[src/rtl/mem_access_if.sv]
// Byte-serial data-memory bus between the bf8b memory-access stage (master)
// and data memory (slave).
// Handshake: a byte moves on a rising clk edge where mem_req and mem_ack are both high.
// The master holds mem_addr/mem_wdata/mem_we stable until that edge, and mem_ack without mem_req has no effect.
interface mem_access_if #(
    parameter int ADDR_WIDTH = 32
);
    logic [ADDR_WIDTH-1:0] mem_addr;
    logic [7:0]            mem_wdata;
    logic [7:0]            mem_rdata;
    logic                  mem_we;
    logic                  mem_req;
    logic                  mem_ack;

    modport master (
        output mem_addr, mem_wdata, mem_we, mem_req,
        input  mem_rdata, mem_ack
    );

    modport slave (
        input  mem_addr, mem_wdata, mem_we, mem_req,
        output mem_rdata, mem_ack
    );
endinterface

[src/rtl/mem_access.sv]
// bf8b memory-access stage: loads/stores become little-endian byte-serial bus
// transactions, other ops pass the ALU result through; one wb_en pulse per instruction.
module mem_access #(
    parameter int         M_WIDTH        = 32,
    parameter int         ADDR_WIDTH     = 32,
    parameter int         REG_ADDR_WIDTH = 4,
    parameter logic [6:0] OP_LOAD        = 7'b0000011,
    parameter logic [6:0] OP_STORE       = 7'b0100011,
    parameter logic [1:0] MEM_ACC_8      = 2'b00,
    parameter logic [1:0] MEM_ACC_16     = 2'b01,
    parameter logic [1:0] MEM_ACC_32     = 2'b10
) (
    input  logic                      clk,
    input  logic                      rst,
    input  logic                      en,
    input  logic [6:0]                op,
    input  logic [2:0]                funct3,
    input  logic [REG_ADDR_WIDTH-1:0] reg_addr,
    input  logic [ADDR_WIDTH-1:0]     addr,
    input  logic [M_WIDTH-1:0]        store_val,
    input  logic [M_WIDTH-1:0]        alu_val,
    mem_access_if.master              mem,
    output logic                      wb_en,
    output logic [6:0]                wb_op,
    output logic [2:0]                wb_funct3,
    output logic [REG_ADDR_WIDTH-1:0] wb_reg_addr,
    output logic [M_WIDTH-1:0]        wb_val,
    output logic                      busy,
    output logic [1:0]                dbg_state
);
    typedef enum logic [1:0] {
        IDLE   = 2'd0,
        ACCESS = 2'd1,
        DONE   = 2'd2
    } state_t;

    localparam logic [ADDR_WIDTH-1:0] ADDR_ONE = 1;

    state_t            state;
    state_t            state_nxt;
    logic [1:0]        byte_idx;
    logic [1:0]        last_idx;
    logic [1:0]        nxt_idx;
    logic [1:0]        size_last;
    logic              is_load;
    logic [M_WIDTH-1:0] st_val;
    logic              start_mem;
    logic              xfer;

    assign start_mem = (op == OP_LOAD) || (op == OP_STORE);
    assign xfer      = mem.mem_req && mem.mem_ack;
    assign nxt_idx   = byte_idx + 2'd1;
    assign busy      = (state != IDLE);
    assign dbg_state = state;

    // Index of the final byte; the reserved size code behaves as a word.
    always_comb begin
        size_last = 2'd3;
        case (funct3[1:0])
            MEM_ACC_8:  size_last = 2'd0;
            MEM_ACC_16: size_last = 2'd1;
            MEM_ACC_32: size_last = 2'd3;
            default:    size_last = 2'd3;
        endcase
    end

    always_ff @(posedge clk or posedge rst) begin
        if (rst) state <= IDLE;
        else     state <= state_nxt;
    end

    always_comb begin
        state_nxt = state;
        case (state)
            IDLE:    if (en) state_nxt = start_mem ? ACCESS : DONE;
            ACCESS:  if (xfer && (byte_idx == last_idx)) state_nxt = DONE;
            DONE:    state_nxt = IDLE;
            default: state_nxt = IDLE;
        endcase
    end

    always_ff @(posedge clk or posedge rst) begin
        if (rst) begin
            mem.mem_req    <= 1'b0;
            mem.mem_we     <= 1'b0;
            mem.mem_addr   <= '0;
            mem.mem_wdata  <= '0;
            wb_en          <= 1'b0;
            wb_op          <= '0;
            wb_funct3      <= '0;
            wb_reg_addr    <= '0;
            wb_val         <= '0;
            byte_idx       <= '0;
            last_idx       <= '0;
            is_load        <= 1'b0;
            st_val         <= '0;
        end else begin
            case (state)
                IDLE: begin
                    if (en) begin
                        wb_op       <= op;
                        wb_funct3   <= funct3;
                        wb_reg_addr <= reg_addr;
                        if (start_mem) begin
                            mem.mem_req   <= 1'b1;
                            mem.mem_we    <= (op == OP_STORE);
                            mem.mem_addr  <= addr;
                            mem.mem_wdata <= store_val[7:0];
                            st_val        <= store_val;
                            is_load       <= (op == OP_LOAD);
                            byte_idx      <= '0;
                            last_idx      <= size_last;
                            wb_val        <= '0;
                        end else begin
                            wb_val <= alu_val;
                            wb_en  <= 1'b1;
                        end
                    end
                end
                ACCESS: begin
                    if (xfer) begin
                        if (is_load) wb_val[{byte_idx, 3'b000} +: 8] <= mem.mem_rdata;
                        if (byte_idx == last_idx) begin
                            mem.mem_req <= 1'b0;
                            mem.mem_we  <= 1'b0;
                            wb_en       <= 1'b1;
                        end else begin
                            byte_idx      <= nxt_idx;
                            mem.mem_addr  <= mem.mem_addr + ADDR_ONE;
                            mem.mem_wdata <= st_val[{nxt_idx, 3'b000} +: 8];
                        end
                    end
                end
                DONE:    wb_en <= 1'b0;
                default: ;
            endcase
        end
    end
endmodule

[src/flat_wrapper.sv]
// flat-port wrapper written by rule: the top's interface ports become plain ports
module mem_access_flat 
#(
    parameter int         M_WIDTH        = 32,
    parameter int         ADDR_WIDTH     = 32,
    parameter int         REG_ADDR_WIDTH = 4,
    parameter logic [6:0] OP_LOAD        = 7'b0000011,
    parameter logic [6:0] OP_STORE       = 7'b0100011,
    parameter logic [1:0] MEM_ACC_8      = 2'b00,
    parameter logic [1:0] MEM_ACC_16     = 2'b01,
    parameter logic [1:0] MEM_ACC_32     = 2'b10
)
  (clk, rst, en, op, funct3, reg_addr, addr, store_val, alu_val, wb_en, wb_op, wb_funct3, wb_reg_addr, wb_val, busy, dbg_state, mem_mem_addr, mem_mem_wdata, mem_mem_we, mem_mem_req, mem_mem_rdata, mem_mem_ack);
  mem_access_if #(.ADDR_WIDTH(ADDR_WIDTH)) mem_i ();
  input  logic clk;
  input  logic rst;
  input  logic en;
  input  logic [6:0] op;
  input  logic [2:0] funct3;
  input  logic [REG_ADDR_WIDTH-1:0] reg_addr;
  input  logic [ADDR_WIDTH-1:0] addr;
  input  logic [M_WIDTH-1:0] store_val;
  input  logic [M_WIDTH-1:0] alu_val;
  output logic wb_en;
  output logic [6:0] wb_op;
  output logic [2:0] wb_funct3;
  output logic [REG_ADDR_WIDTH-1:0] wb_reg_addr;
  output logic [M_WIDTH-1:0] wb_val;
  output logic busy;
  output logic [1:0] dbg_state;
  output wire logic [$bits(mem_i.mem_addr)-1:0] mem_mem_addr;
  output wire logic [$bits(mem_i.mem_wdata)-1:0] mem_mem_wdata;
  output wire logic [$bits(mem_i.mem_we)-1:0] mem_mem_we;
  output wire logic [$bits(mem_i.mem_req)-1:0] mem_mem_req;
  input wire logic [$bits(mem_i.mem_rdata)-1:0] mem_mem_rdata;
  input wire logic [$bits(mem_i.mem_ack)-1:0] mem_mem_ack;
  assign mem_mem_addr = mem_i.mem_addr;
  assign mem_mem_wdata = mem_i.mem_wdata;
  assign mem_mem_we = mem_i.mem_we;
  assign mem_mem_req = mem_i.mem_req;
  assign mem_i.mem_rdata = mem_mem_rdata;
  assign mem_i.mem_ack = mem_mem_ack;
  mem_access #(.M_WIDTH(M_WIDTH), .ADDR_WIDTH(ADDR_WIDTH), .REG_ADDR_WIDTH(REG_ADDR_WIDTH), .OP_LOAD(OP_LOAD), .OP_STORE(OP_STORE), .MEM_ACC_8(MEM_ACC_8), .MEM_ACC_16(MEM_ACC_16), .MEM_ACC_32(MEM_ACC_32)) u_core (.clk(clk), .rst(rst), .en(en), .op(op), .funct3(funct3), .reg_addr(reg_addr), .addr(addr), .store_val(store_val), .alu_val(alu_val), .mem(mem_i), .wb_en(wb_en), .wb_op(wb_op), .wb_funct3(wb_funct3), .wb_reg_addr(wb_reg_addr), .wb_val(wb_val), .busy(busy), .dbg_state(dbg_state));
endmodule
[config.mk]
export PLATFORM = sky130hd
export DESIGN_NAME = mem_access_flat
export DESIGN_NICKNAME = d
export VERILOG_FILES = /design/src/rtl/mem_access_if.sv /design/src/rtl/mem_access.sv /design/src/flat_wrapper.sv
export SDC_FILE = /design/constraint.sdc
export NUM_CORES = 1
export LEC_CHECK = 0
export CAP_MARGIN = 20
export CORE_MARGIN = 3
export CORE_UTILIZATION = 30
export CTS_BUF_LIST = sky130_fd_sc_hd__clkbuf_8
export DETAILED_ROUTE_END_ITERATION = 8
export GPL_TIMING_DRIVEN = 0
export PLACE_DENSITY_LB_ADDON = 0.15
export SLEW_MARGIN = 30
export SYNTH_ARGS = -nofsm -noshare
export SYNTH_HDL_FRONTEND = slang
export SYNTH_SLANG_ARGS = --single-unit
[constraint.sdc]
create_clock -name clk -period 10.9 [get_ports clk]
set_clock_uncertainty 0.05 [all_clocks]
set_input_delay 3.27 -clock clk [delete_from_list [all_inputs] [get_ports clk]]
set_output_delay 3.27 -clock clk [all_outputs]
set_load 0.1 [all_outputs]
[Yosys cells after proc, flatten, opt, wreduce, memory -nomap -nowiden]
Index checks and enable logic that the tools add are counted.
Storage, ports and cells
  flip-flop bits (word level): 128
  input bits: 122
  output and inout bits: 92
  logic and storage cells: 88
Cells by class
  $add $sub $neg: 3
  eq/ne operators: 14
  shifts and indexed selects: 3
  multiplexer cells: 39
  reduce and logical (&&, ||, !) cells: 15
Operator list (count)
  two-way mux 32 bit: 8
  one-hot mux 32 bit (2 select lines): 2
  adder 32 x 1 -> 32 bit, second input constant: 1
  bitwise mux 32 bit: 1
  two-way mux 8 bit: 4
  variable shift 8 x 7 -> 32 bit, first input constant: 1
  indexed part select 32 x 6 -> 8 bit: 1
  indexed part select 8 x 7 -> 32 bit: 1
  one-hot mux 8 bit (2 select lines): 1
  AND reduction 5 bit: 3
  two-way mux 2 bit: 7
  one-hot mux 2 bit (2 select lines): 3
  two-way mux 1 bit: 10
  inequality test 2 x 1 -> 1 bit, second input constant: 5
  == test 7 x 2 -> 1 bit, second input constant: 1
  == test 7 x 6 -> 1 bit, second input constant: 1
  negator 5 -> 7 bit: 1
  inequality test 2 bit, second input constant: 3
  == test 2 x 1 -> 1 bit, second input constant: 2
  logical NOT 2 bit: 2
  one-hot mux 1 bit (2 select lines): 2
  AND reduction 2 bit: 2
  AND reduction 4 bit: 1
  nonzero test 2 bit: 2
  8 further kinds: 9

[Longest topological paths before layout]
Gate-level depths: netlist (run 1).
  word-level depth: 6
  mapped depth: 7
  mapped depth without buffers: 6

[Least setup slack after synthesis (run 1)]
No wires, ideal clock.
  path kind: flip-flop to output port
  start point: register u_core.state[1] (netlist: u_core.dbg_state[1])
  end point: output port busy
  data arrival time: 1.726 ns
  required time: 7.580 ns
  slack: 5.854 ns
  cell stages (with the launch flop): 3
  buffers on the path: 1
  cells stage by stage: dfrtp_1 > clkbuf_1 > or2_2
Between the ends
  cells in the longest elaborated chain, start to end: 1
Ends and longest elaborated chain
  from (decl): line mem_access.sv:39  | state_t state;
  from (signal assigned): line mem_access.sv:69  | else state <= state_nxt;
  nonzero test 2 bit: line mem_access.sv:53  | assign busy = (state != IDLE);
  to (decl): line flat_wrapper.sv:29  | output logic busy;
Every way passes these cells.

[Worst setup path after layout (run 1)]
Same ends and word-level chain as after synthesis.

==> results of run 1 <==
==> where the power goes <==
part | total, µW | leakage (µW) | internal [µW] | switching (µW)
registers | 659 | 0.00160 | 567 | 92.4
logic | 990 | 0.00205 | 258 | 733
clock network | 471 | 0.000224 | 253 | 217
==> metrics by stage <==
step / setup WS, ns / cells / hold slack (ns) / power, µW
after global placement: 1.84 / 1109 / 0.417 / 1670
after floorplan: 4.17 / 626 / 0.399 / 1380
after global routing: 4.93 / 1142 / 0.469 / 2210
after CTS: 5.08 / 1142 / 0.439 / 2140
final: 5.12 / 1142 / 0.430 / 2120
after detailed placement: 5.17 / 1110 / 0.420 / 1670
==> cell usage after synthesis (all sizes together), types with 3 or more instances <==
cell type    n
dfrtp      128
nand2       70
a21oi       53
mux2        47
nor2        44
o21ai       37
a22oi       35
clkbuf      23
nand3       23
buf         20
a31oi       16
nand4       13
o22ai        9
mux4         8
o31ai        8
a2bb2oi      7
and4         7
and3         6
ha           6
inv          6
o21a         6
o22a         6
and2         5
nor3         4
a21o         3
nor4         3
o211ai       3
o32ai        3
==> state kept, by name (all words and copies together) (netlist names), 2 cells and up <==
signal	flops
u_core.mem.mem_addr	32
u_core.st_val	32
u_core.wb_val	32
u_core.mem.mem_wdata	8
u_core.wb_op	7
u_core.wb_reg_addr	4
u_core.wb_funct3	3
u_core.byte_idx	2
u_core.dbg_state	2
u_core.last_idx	2
==> worst register-to-register path: stages (launching register included) <==
cell and delay (ns):
sky130_fd_sc_hd__dfrtp_1 0.49, sky130_fd_sc_hd__inv_1 0.16, sky130_fd_sc_hd__ha_1 0.37, sky130_fd_sc_hd__clkbuf_1 0.35
sky130_fd_sc_hd__nor4_2 0.82, sky130_fd_sc_hd__a22oi_1 0.18, sky130_fd_sc_hd__o21ai_0 0.20
==> layout make-up <==
class	count	area, µm²	area share
buffer	43	194	0.0207
inverter	6	30.0	0.00321
tap	270	338	0.0361
clock inverter	15	209	0.0223
sequential	128	3200	0.342
timing repair buffer	214	2130	0.228
multi-input combinational	449	3010	0.322
clock buffer	17	234	0.0250
==> layer usage <==
metal	up-vias	track usage	share of wire
li1	2808	-	-
met1	2879	0.255	0.46
met2	195	0.297	0.46
met3	21	0.0608	0.073
met4	2	0.0450	0.012
met5	-	0	0.00050
==> cells by family after synthesis <==
logic type      count (synthesis)  share of synthesized area
buf+inv                        49                     0.0336
flops                         128                      0.498
xor+xnor                        2                    0.00272
compound gates                198                      0.198
fa+ha+maj                       6                     0.0117
mux                            55                      0.110
simple gates                  188                      0.146
==> how the worst min path moves through the flow <==
stage	endpoint	slack, ns	depth (start not counted)
2_1_floorplan	u_core.is_load	0.40	2
3_3_place_gp	u_core.wb_val[24]	0.42	2
3_5_place_dp	u_core.wb_val[1]	0.42	2
4_1_cts	u_core.wb_val[1]	0.44	2
5_1_grt	u_core.wb_val[24]	0.47	2
6_report	u_core.wb_val[0]	0.43	2
==> impl_results.html, run 1 <==
<table>
<tr><th>Metric</th><th>Value</th></tr>
<tr><th colspan="2">Clock network</th></tr>
<tr><td>Maximum buffer depth of the clock tree</td><td>2</td></tr>
<tr><td>Clock slew at reported path FFs</td><td>0.09 ns</td></tr>
<tr><td>H-Tree Level Count</td><td>4</td></tr>
<tr><td>Clk Latency, worst-skew pair</td><td>0.45 ns</td></tr>
<tr><td>Total clock sinks</td><td>128</td></tr>
<tr><td>Clock root buffer master</td><td>sky130_fd_sc_hd__clkbuf_8</td></tr>
<tr><td>Hold buffer count at cts</td><td>0</td></tr>
<tr><td>Clock tree from TritonCTS</td><td>built</td></tr>
<tr><td>Post-CTS Resized</td><td>0</td></tr>
<tr><td>Number of buffers created by CTS</td><td>17</td></tr>
<tr><td>Post-CTS setup-driven buffer insertion count</td><td>0</td></tr>
<tr><th colspan="2">Synth</th></tr>
<tr><td>Top cells by area, synth</td><td>sky130_fd_sc_hd__dfrtp_1, sky130_fd_sc_hd__mux2_2, sky130_fd_sc_hd__a21oi_1, sky130_fd_sc_hd__a22oi_1, sky130_fd_sc_hd__nand2_1</td></tr>
<tr><td>Number of register bits inferred by synthesis</td><td>128</td></tr>
<tr><td>Number of cells produced by synthesis</td><td>626</td></tr>
<tr><td>Number of distinct library cells after synthesis</td><td>61</td></tr>
<tr><td>Synthesized cell area</td><td>6430 µm²</td></tr>
<tr><td>Synth Warn #</td><td>0</td></tr>
<tr><td>EDFF count, synth</td><td>0</td></tr>
<tr><td>Number of nets in the synthesized netlist</td><td>754</td></tr>
<tr><td>Sequential-to-total area share from yosys stat</td><td>0.498</td></tr>
<tr><td>Per-instance average area after synthesis</td><td>10.3 µm²</td></tr>
<tr><td>Proportion of register bits with asynchronous set or reset after synthesis</td><td>1.00</td></tr>
<tr><td>Top cell type's share of synthesized area</td><td>0.498</td></tr>
<tr><td>Main flop type after synthesis</td><td>sky130_fd_sc_hd__dfrtp_1</td></tr>
<tr><td>Area leader, netlist</td><td>sky130_fd_sc_hd__dfrtp_1</td></tr>
<tr><th colspan="2">Power</th></tr>
<tr><td>Power per unit of standard cell area</td><td>227 nW/µm²</td></tr>
<tr><td>Total leakage power</td><td>0.00387 µW</td></tr>
<tr><td>Worst IR drop on VDD</td><td>0.131 mV</td></tr>
<tr><th colspan="2">Finish</th></tr>
<tr><td>Share of final-layout standard cells stronger than drive strength 1</td><td>0.148</td></tr>
<tr><td>Synthesis-to-layout area growth</td><td>45.4%</td></tr>
<tr><td>Share of the core filled with cells</td><td>0.454</td></tr>
<tr><td>Fill cell count</td><td>1997</td></tr>
<tr><td>Commonest non-fill, non-tap cell in the layout</td><td>sky130_fd_sc_hd__clkdlybuf4s50_1</td></tr>
<tr><td>Most frequent cells in the layout</td><td>sky130_fd_sc_hd__clkdlybuf4s50_1, sky130_fd_sc_hd__dfrtp_1, sky130_fd_sc_hd__nand2_1</td></tr>
<tr><td>Number of nets in the layout</td><td>987</td></tr>
<tr><td>Post-layout instance area</td><td>9360 µm²</td></tr>
<tr><td>Antenna fix cells</td><td>0</td></tr>
<tr><th colspan="2">STA</th></tr>
<tr><td>FMAX</td><td>0.173 GHz</td></tr>
<tr><td>Worst relative slew slack</td><td>0.314</td></tr>
<tr><td>Final sum of negative setup slack</td><td>0 ns</td></tr>
<tr><td>Slew at the pin with the worst max-slew slack</td><td>1.03 ns</td></tr>
<tr><td>Total of endpoints with negative setup slack in the final report</td><td>0</td></tr>
<tr><td>Count of endpoints failing hold in the final timing report</td><td>0</td></tr>
<tr><td>Period Utilization, post-route</td><td>0.530</td></tr>
<tr><td>Time the worst path needs with I/O delays and setup</td><td>5.78 ns</td></tr>
<tr><td>Final-report max-slew violation count</td><td>0</td></tr>
<tr><td>RSZ-0062 raised after global routing</td><td>false</td></tr>
<tr><th colspan="2">Floorplanning</th></tr>
<tr><td>Standard-cell row count</td><td>52</td></tr>
<tr><td>Die height</td><td>152 µm</td></tr>
<tr><td>Starting utilization of the core area</td><td>0.312</td></tr>
<tr><td>Total Die Area</td><td>23200 µm²</td></tr>
<tr><td>Standard cell core area</td><td>20600 µm²</td></tr>
<tr><td>I/O pin count</td><td>214</td></tr>
<tr><td>Die Wd</td><td>152 µm</td></tr>
<tr><th colspan="2">Critical path</th></tr>
<tr><td>Chain of cells forming the critical path</td><td>clkbuf_1 -&gt; or2_2 -&gt; clkdlybuf4s50_1</td></tr>
<tr><td>Number of cells on the critical path</td><td>3</td></tr>
<tr><td>CP startpoint kind</td><td>flop</td></tr>
<tr><td>Worst Setup SP</td><td>u_core.dbg_state[1]</td></tr>
<tr><td>Capturing instance or port of the critical path</td><td>busy</td></tr>
<tr><td>Endpoint of the most critical register-to-register path</td><td>u_core.wb_val[6]</td></tr>
<tr><td>Crit path max-delay cell type</td><td>sky130_fd_sc_hd__clkdlybuf4s50_1</td></tr>
<tr><td>Arrival time of the worst setup path</td><td>2.46 ns</td></tr>
<tr><td>Maximum fanout count along the critical path</td><td>10</td></tr>
<tr><td>Count of buffer and inverter cells on the critical path</td><td>2</td></tr>
<tr><td>Required time at the worst-slack endpoint</td><td>7.58 ns</td></tr>
<tr><td>Depth of the worst register-to-register path</td><td>6</td></tr>
<tr><td>Setup crit end kind</td><td>output port</td></tr>
<tr><td>Startpoint of the most critical register-to-register path</td><td>u_core.byte_idx[0]</td></tr>
<tr><td>Peak per-stage delay on the critical path</td><td>1.14 ns</td></tr>
<tr><td>R2R Setup Slk</td><td>8.21 ns</td></tr>
<tr><td>Cell family with most CP delay</td><td>buffers and inverters</td></tr>
<tr><td>Setup CP Type</td><td>flop to output port</td></tr>
<tr><th colspan="2">Placement</th></tr>
<tr><td>Final Wtd Congestion</td><td>0.821</td></tr>
<tr><td>Post-place instance area</td><td>8930 µm²</td></tr>
<tr><td>Count of buffers from port buffering</td><td>213</td></tr>
<tr><td>Estimated wirelength of the detail-placed design</td><td>16100 µm</td></tr>
<tr><th colspan="2">Routing</th></tr>
<tr><td>Total iterations of the first detailed-routing run</td><td>5</td></tr>
<tr><td>Detailed router's first-iteration violation count</td><td>323</td></tr>
<tr><td>Routed vias/inst</td><td>5.17</td></tr>
<tr><td>DRC violation count after routing</td><td>0</td></tr>
<tr><td>Total Wirelength</td><td>22200 µm</td></tr>
<tr><td>Count of antenna-violating nets left after detailed routing</td><td>0</td></tr>
<tr><td>Detailed-route wire length per cell</td><td>19.4 µm</td></tr>
<tr><td>Count of vias placed by the detailed router</td><td>5905</td></tr>
<tr><th colspan="2">Status</th></tr>
<tr><td>Outcome</td><td>finished clean</td></tr>
<tr><th colspan="2">GRT</th></tr>
<tr><td>Number of global-route vias before repair</td><td>6002</td></tr>
<tr><td>Largest net degree at the start of global routing</td><td>75</td></tr>
<tr><td>GR Overflow Total</td><td>0</td></tr>
<tr><td>Overall Global Routing Usage</td><td>0.189</td></tr>
<tr><td>First-pass GRT wire length</td><td>34800 µm</td></tr>
<tr><td>Number of antenna violations at the first check in global routing</td><td>1</td></tr>
<tr><th colspan="2">Worst hold path</th></tr>
<tr><td>Hold wc startpoint</td><td>u_core.wb_val[0]</td></tr>
<tr><td>Min-delay worst type</td><td>flop to flop</td></tr>
<tr><th colspan="2">Run</th></tr>
<tr><td>Reported max-cap violation count</td><td>0</td></tr>
</table>
(Power assumes the default switching activity.)
==> run 2, diff against run 1 <==
- clock period: 10.9 -> 4.9 ns (I/O delays scaled with it)
==> impl_results.html, run 2 (synthesized netlist as in run 1, its figures left out) <==
<table>
<tr><th>Metric</th><th>Value</th></tr>
<tr><th colspan="2">Clock network</th></tr>
<tr><td>Hold buffer count at cts</td><td>0</td></tr>
<tr><td>Clock root buffer master</td><td>sky130_fd_sc_hd__clkbuf_8</td></tr>
<tr><td>Clock tree from TritonCTS</td><td>built</td></tr>
<tr><td>Clock slew at reported path FFs</td><td>0.09 ns</td></tr>
<tr><td>Maximum buffer depth of the clock tree</td><td>2</td></tr>
<tr><td>Total clock sinks</td><td>128</td></tr>
<tr><td>Number of buffers created by CTS</td><td>17</td></tr>
<tr><td>Clk Latency, worst-skew pair</td><td>0.45 ns</td></tr>
<tr><td>H-Tree Level Count</td><td>4</td></tr>
<tr><td>Post-CTS setup-driven buffer insertion count</td><td>0</td></tr>
<tr><td>Post-CTS Resized</td><td>0</td></tr>
<tr><th colspan="2">STA</th></tr>
<tr><td>Time the worst path needs with I/O delays and setup</td><td>4.02 ns</td></tr>
<tr><td>Period Utilization, post-route</td><td>0.820</td></tr>
<tr><td>Final sum of negative setup slack</td><td>0 ns</td></tr>
<tr><td>RSZ-0062 raised after global routing</td><td>false</td></tr>
<tr><td>Final-report max-slew violation count</td><td>0</td></tr>
<tr><td>FMAX</td><td>0.249 GHz</td></tr>
<tr><td>Total of endpoints with negative setup slack in the final report</td><td>0</td></tr>
<tr><td>Worst relative slew slack</td><td>0.318</td></tr>
<tr><td>Count of endpoints failing hold in the final timing report</td><td>0</td></tr>
<tr><td>Slew at the pin with the worst max-slew slack</td><td>1.02 ns</td></tr>
<tr><th colspan="2">Critical path</th></tr>
<tr><td>Setup CP Type</td><td>flop to output port</td></tr>
<tr><td>Required time at the worst-slack endpoint</td><td>3.38 ns</td></tr>
<tr><td>Setup crit end kind</td><td>output port</td></tr>
<tr><td>Maximum fanout count along the critical path</td><td>10</td></tr>
<tr><td>CP startpoint kind</td><td>flop</td></tr>
<tr><td>Arrival time of the worst setup path</td><td>2.50 ns</td></tr>
<tr><th colspan="2">GRT</th></tr>
<tr><td>Number of antenna violations at the first check in global routing</td><td>1</td></tr>
<tr><td>First-pass GRT wire length</td><td>35200 µm</td></tr>
<tr><td>Largest net degree at the start of global routing</td><td>27</td></tr>
<tr><td>GR Overflow Total</td><td>0</td></tr>
<tr><td>Overall Global Routing Usage</td><td>0.190</td></tr>
<tr><td>Number of global-route vias before repair</td><td>6002</td></tr>
<tr><th colspan="2">Finish</th></tr>
<tr><td>Synthesis-to-layout area growth</td><td>46.9%</td></tr>
<tr><td>Commonest non-fill, non-tap cell in the layout</td><td>sky130_fd_sc_hd__clkdlybuf4s50_1</td></tr>
<tr><td>Share of final-layout standard cells stronger than drive strength 1</td><td>0.151</td></tr>
<tr><td>Final standard cell count with taps included and fillers excluded</td><td>1145</td></tr>
<tr><td>Antenna fix cells</td><td>0</td></tr>
<tr><td>Share of the core filled with cells</td><td>0.458</td></tr>
<tr><td>Most frequent cells in the layout</td><td>sky130_fd_sc_hd__clkdlybuf4s50_1, sky130_fd_sc_hd__dfrtp_1, sky130_fd_sc_hd__nand2_1</td></tr>
<tr><td>Top Registers</td><td>u_core.mem.mem_addr x32, u_core.st_val x32, u_core.wb_val x32</td></tr>
<tr><td>Number of nets in the layout</td><td>991</td></tr>
<tr><th colspan="2">Routing</th></tr>
<tr><td>Count of vias placed by the detailed router</td><td>5939</td></tr>
<tr><td>Detailed-route wire length per cell</td><td>19.4 µm</td></tr>
<tr><td>Count of antenna-violating nets left after detailed routing</td><td>0</td></tr>
<tr><td>DRC violation count after routing</td><td>0</td></tr>
<tr><td>Total iterations of the first detailed-routing run</td><td>5</td></tr>
<tr><td>Detailed router's first-iteration violation count</td><td>393</td></tr>
<tr><td>Routed vias/inst</td><td>5.19</td></tr>
<tr><td>Total Wirelength</td><td>22200 µm</td></tr>
<tr><th colspan="2">Floorplanning</th></tr>
<tr><td>Die Wd</td><td>152 µm</td></tr>
<tr><td>Starting utilization of the core area</td><td>0.312</td></tr>
<tr><td>I/O pin count</td><td>214</td></tr>
<tr><td>Standard cell core area</td><td>20600 µm²</td></tr>
<tr><td>Standard-cell row count</td><td>52</td></tr>
<tr><td>Die height</td><td>152 µm</td></tr>
<tr><td>Total Die Area</td><td>23200 µm²</td></tr>
<tr><th colspan="2">Power</th></tr>
<tr><td>Worst IR drop on VDD</td><td>0.209 mV</td></tr>
<tr><td>Total leakage power</td><td>0.00391 µW</td></tr>
<tr><td>Power per unit of standard cell area</td><td>506 nW/µm²</td></tr>
<tr><td>Pwr Total</td><td>4790 µW</td></tr>
<tr><th colspan="2">Placement</th></tr>
<tr><td>Final Wtd Congestion</td><td>0.820</td></tr>
<tr><td>Count of buffers from port buffering</td><td>213</td></tr>
<tr><td>Estimated wirelength of the detail-placed design</td><td>16600 µm</td></tr>
<tr><td>Cell count after placement</td><td>1114</td></tr>
<tr><th colspan="2">Worst hold path</th></tr>
<tr><td>Min-delay worst type</td><td>flop to flop</td></tr>
<tr><th colspan="2">Run</th></tr>
<tr><td>Reported max-cap violation count</td><td>0</td></tr>
<tr><th colspan="2">Status</th></tr>
<tr><td>Outcome</td><td>finished clean</td></tr>
</table>
[run 2: cell count changes in the layout (fill, tap and decap cells not counted)]
cell / previous run / this run
sky130_fd_sc_hd__clkinv_4: 3 / 1
sky130_fd_sc_hd__inv_6: 2 / 6
sky130_fd_sc_hd__clkbuf_8: 17 / 18
sky130_fd_sc_hd__buf_12: 0 / 5
sky130_fd_sc_hd__clkinv_2: 3 / 0
sky130_fd_sc_hd__inv_8: 3 / 1
sky130_fd_sc_hd__bufinv_16: 4 / 5
sky130_fd_sc_hd__buf_16: 1 / 0
[run 2: cell type report]
class,count,area [µm²]
fill,2009,11200
sequential,128,3200
multi-input combinational,449,3010
timing repair buffer,218,2210
tap,270,338
clock buffer,18,248
clock inverter,13,223
buffer,43,194
inverter,6,26.3
[run 2: final timing paths]
kind	from	slack, ns	depth (start not counted)	to
worst max register to register	u_core.byte_idx[0]	2.19	6	u_core.wb_val[3]
worst min register to register	u_core.wb_val[1]	0.44	2	u_core.wb_val[1]
max in group asynchronous	rst	2.98	4	u_core.mem.mem_addr[5]
min in group asynchronous	rst	1.22	2	u_core.wb_val[15]
worst min-delay path	u_core.wb_val[1]	0.44	2	u_core.wb_val[1]
worst max-delay path	u_core.dbg_state[1]	0.88	3	busy
[run 2: critical path, cell delays in order (launching register included)]
cell	delay (ns)
sky130_fd_sc_hd__dfrtp_1	0.38
sky130_fd_sc_hd__clkbuf_1	0.35
sky130_fd_sc_hd__or2_2	0.18
sky130_fd_sc_hd__clkdlybuf4s50_1	1.14
[run 2: per-stage QoR]
| stage | hold WS (ns) | cell area [µm²] | setup slack (ns) |
|---|---|---|---|
| floorplan | 0.399 | 6440 | 1.65 |
| global placement | 0.416 | 8910 | 0.391 |
| detailed placement | 0.423 | 9000 | 1.02 |
| CTS | 0.444 | 9470 | 0.829 |
| global route | 0.468 | 9450 | 0.685 |
| finish | 0.435 | 9450 | 0.880 |
[run 2: metal layers]
metal,share of wire,vias to the layer above,GRT usage
li1,-,2832,-
met1,0.44,2891,0.255
met2,0.47,195,0.301
met3,0.073,19,0.0636
met4,0.011,2,0.0437
met5,0.00058,-,0
[run 2: where the power goes]
group,internal (µW),switching (µW)
registers,1260,205
clock network,631,478
logic,579,1630
==> run 3, diff against run 2 <==
- clock period: 4.9 -> 3.4 ns (I/O delays scaled with it)
==> impl_results.html, run 3 (synthesized netlist as in run 1, its figures left out) <==
<table>
<tr><th>Metric</th><th>Value</th></tr>
<tr><th colspan="2">Placement</th></tr>
<tr><td>Estimated wirelength of the detail-placed design</td><td>16600 µm</td></tr>
<tr><td>Cell count after placement</td><td>1114</td></tr>
<tr><td>Post-place instance area</td><td>9000 µm²</td></tr>
<tr><td>Count of buffers from port buffering</td><td>213</td></tr>
<tr><td>Final Wtd Congestion</td><td>0.820</td></tr>
<tr><td>Post-Place Setup Slack</td><td>-0.0330 ns</td></tr>
<tr><th colspan="2">STA</th></tr>
<tr><td>Final-report max-slew violation count</td><td>0</td></tr>
<tr><td>Final worst-path setup slack</td><td>0.179 ns</td></tr>
<tr><td>Slew at the pin with the worst max-slew slack</td><td>1.02 ns</td></tr>
<tr><td>Time the worst path needs with I/O delays and setup</td><td>3.22 ns</td></tr>
<tr><td>Worst relative slew slack</td><td>0.318</td></tr>
<tr><td>FMAX</td><td>0.310 GHz</td></tr>
<tr><td>RSZ-0062 raised after global routing</td><td>false</td></tr>
<tr><td>Count of endpoints failing hold in the final timing report</td><td>0</td></tr>
<tr><td>Period Utilization, post-route</td><td>0.947</td></tr>
<tr><td>Total of endpoints with negative setup slack in the final report</td><td>0</td></tr>
<tr><th colspan="2">Critical path</th></tr>
<tr><td>Peak per-stage delay on the critical path</td><td>1.21 ns</td></tr>
<tr><td>Chain of cells forming the critical path</td><td>clkdlybuf4s50_1</td></tr>
<tr><td>R2R Setup Slk</td><td>0.69 ns</td></tr>
<tr><td>Count of buffer and inverter cells on the critical path</td><td>1</td></tr>
<tr><td>Arrival time of the worst setup path</td><td>2.15 ns</td></tr>
<tr><td>Setup crit end kind</td><td>output port</td></tr>
<tr><td>Crit path max-delay cell type</td><td>sky130_fd_sc_hd__clkdlybuf4s50_1</td></tr>
<tr><td>Required time at the worst-slack endpoint</td><td>2.33 ns</td></tr>
<tr><td>CP startpoint kind</td><td>flop</td></tr>
<tr><td>Endpoint of the most critical register-to-register path</td><td>u_core.wb_val[3]</td></tr>
<tr><td>Depth of the worst register-to-register path</td><td>6</td></tr>
<tr><td>Maximum fanout count along the critical path</td><td>9</td></tr>
<tr><td>Cell family with most CP delay</td><td>buffers and inverters</td></tr>
<tr><td>Setup CP Type</td><td>flop to output port</td></tr>
<tr><td>Startpoint of the most critical register-to-register path</td><td>u_core.byte_idx[0]</td></tr>
<tr><th colspan="2">Power</th></tr>
<tr><td>Power per unit of standard cell area</td><td>730 nW/µm²</td></tr>
<tr><td>Pwr Total</td><td>6900 µW</td></tr>
<tr><td>Total leakage power</td><td>0.00391 µW</td></tr>
<tr><td>Worst IR drop on VDD</td><td>0.301 mV</td></tr>
<tr><th colspan="2">Clock network</th></tr>
<tr><td>Number of buffers created by CTS</td><td>17</td></tr>
<tr><td>Clk Latency, worst-skew pair</td><td>0.45 ns</td></tr>
<tr><td>Clock slew at reported path FFs</td><td>0.08 ns</td></tr>
<tr><td>Clock root buffer master</td><td>sky130_fd_sc_hd__clkbuf_8</td></tr>
<tr><td>Post-CTS setup-driven buffer insertion count</td><td>0</td></tr>
<tr><td>Total clock sinks</td><td>128</td></tr>
<tr><td>Clock tree from TritonCTS</td><td>built</td></tr>
<tr><td>Hold buffer count at cts</td><td>0</td></tr>
<tr><td>H-Tree Level Count</td><td>4</td></tr>
<tr><td>Maximum buffer depth of the clock tree</td><td>2</td></tr>
<tr><th colspan="2">Finish</th></tr>
<tr><td>Number of nets in the layout</td><td>991</td></tr>
<tr><td>Synthesis-to-layout area growth</td><td>46.8%</td></tr>
<tr><td>Commonest non-fill, non-tap cell in the layout</td><td>sky130_fd_sc_hd__clkdlybuf4s50_1</td></tr>
<tr><td>Antenna fix cells</td><td>0</td></tr>
<tr><td>Post-layout instance area</td><td>9450 µm²</td></tr>
<tr><td>Final standard cell count with taps included and fillers excluded</td><td>1145</td></tr>
<tr><td>Share of final-layout standard cells stronger than drive strength 1</td><td>0.152</td></tr>
<tr><td>Top Registers</td><td>u_core.mem.mem_addr x32, u_core.st_val x32, u_core.wb_val x32</td></tr>
<tr><td>Most frequent cells in the layout</td><td>sky130_fd_sc_hd__clkdlybuf4s50_1, sky130_fd_sc_hd__dfrtp_1, sky130_fd_sc_hd__nand2_1</td></tr>
<tr><th colspan="2">Routing</th></tr>
<tr><td>Detailed-route wire length per cell</td><td>19.4 µm</td></tr>
<tr><td>DRC violation count after routing</td><td>0</td></tr>
<tr><td>Count of antenna-violating nets left after detailed routing</td><td>0</td></tr>
<tr><td>Total iterations of the first detailed-routing run</td><td>5</td></tr>
<tr><td>Count of vias placed by the detailed router</td><td>5939</td></tr>
<tr><td>Detailed router's first-iteration violation count</td><td>393</td></tr>
<tr><td>Routed vias/inst</td><td>5.19</td></tr>
<tr><td>Total Wirelength</td><td>22200 µm</td></tr>
<tr><th colspan="2">GRT</th></tr>
<tr><td>Number of global-route vias before repair</td><td>6002</td></tr>
<tr><td>First-pass GRT wire length</td><td>35200 µm</td></tr>
<tr><td>Largest net degree at the start of global routing</td><td>27</td></tr>
<tr><td>Overall Global Routing Usage</td><td>0.190</td></tr>
<tr><td>GR Overflow Total</td><td>0</td></tr>
<tr><td>Number of antenna violations at the first check in global routing</td><td>1</td></tr>
<tr><th colspan="2">Worst hold path</th></tr>
<tr><td>Hold wc startpoint</td><td>u_core.wb_val[1]</td></tr>
<tr><td>Number of instances on the worst hold path</td><td>2</td></tr>
<tr><td>Hold EP</td><td>u_core.wb_val[1]</td></tr>
<tr><td>Min-delay worst type</td><td>flop to flop</td></tr>
<tr><th colspan="2">Floorplanning</th></tr>
<tr><td>Starting utilization of the core area</td><td>0.312</td></tr>
<tr><td>Die Wd</td><td>152 µm</td></tr>
<tr><td>Standard-cell row count</td><td>52</td></tr>
<tr><td>Standard cell core area</td><td>20600 µm²</td></tr>
<tr><td>Die height</td><td>152 µm</td></tr>
<tr><td>Total Die Area</td><td>23200 µm²</td></tr>
<tr><td>I/O pin count</td><td>214</td></tr>
<tr><th colspan="2">Status</th></tr>
<tr><td>Outcome</td><td>finished clean</td></tr>
<tr><th colspan="2">Run</th></tr>
<tr><td>Reported max-cap violation count</td><td>0</td></tr>
</table>
## run 3: area by class of cell
class                           instances  area [µm²]
Buffer                                 43         194
Clock buffer                           18         248
Tap cell                              270         338
Timing Repair Buffer                  218        2200
Sequential cell                       128        3200
Multi-Input combinational cell        449        3010
Fill cell                            2009       11200
Inverter                                6        26.3
Clock inverter                         13         223
## run 3: repair_timing
action	4_1_cts	5_1_grt
pin swaps	0	0
setup endpoints to repair	1	1
resized for setup	1	2
## run 3: worst max-delay path by stage
stage	start	end	slack, ns	depth (start not counted)
after floorplan	u_core.dbg_state[1]	busy	0.60	2
after global placement	rst	u_core.mem.mem_addr[11]	-0.66	2
after detailed placement	op[0]	u_core.mem.mem_addr[31]	-0.03	7
after CTS	u_core.dbg_state[1]	busy	0.06	3
after global routing	u_core.mem.mem_addr[27]	mem_mem_addr[27]	0.11	1
final	u_core.mem.mem_addr[27]	mem_mem_addr[27]	0.18	1
## run 3: where the power goes
part           internal, µW  leakage (µW)  switching, µW
combinational           833       0.00207           2350
sequential             1820       0.00160            296
clock                   910      0.000237            689
## run 3: layer usage
metal	global-route usage	vias to the layer above	part of all wire
li1	-	2832	-
met3	0.0636	19	0.073
met1	0.255	2891	0.44
met2	0.301	195	0.47
met4	0.0437	2	0.011
met5	0	-	0.00058
## run 3: through the flow
stage	hold slack, ns	utilization	setup TNS (ns)
after CTS	0.444	0.459	0
after detailed placement	0.423	0.436	-0.0549
after global placement	0.416	0.432	-83.35
final	0.435	0.458	0
after global routing	0.468	0.458	0
after floorplan	0.399	-	0
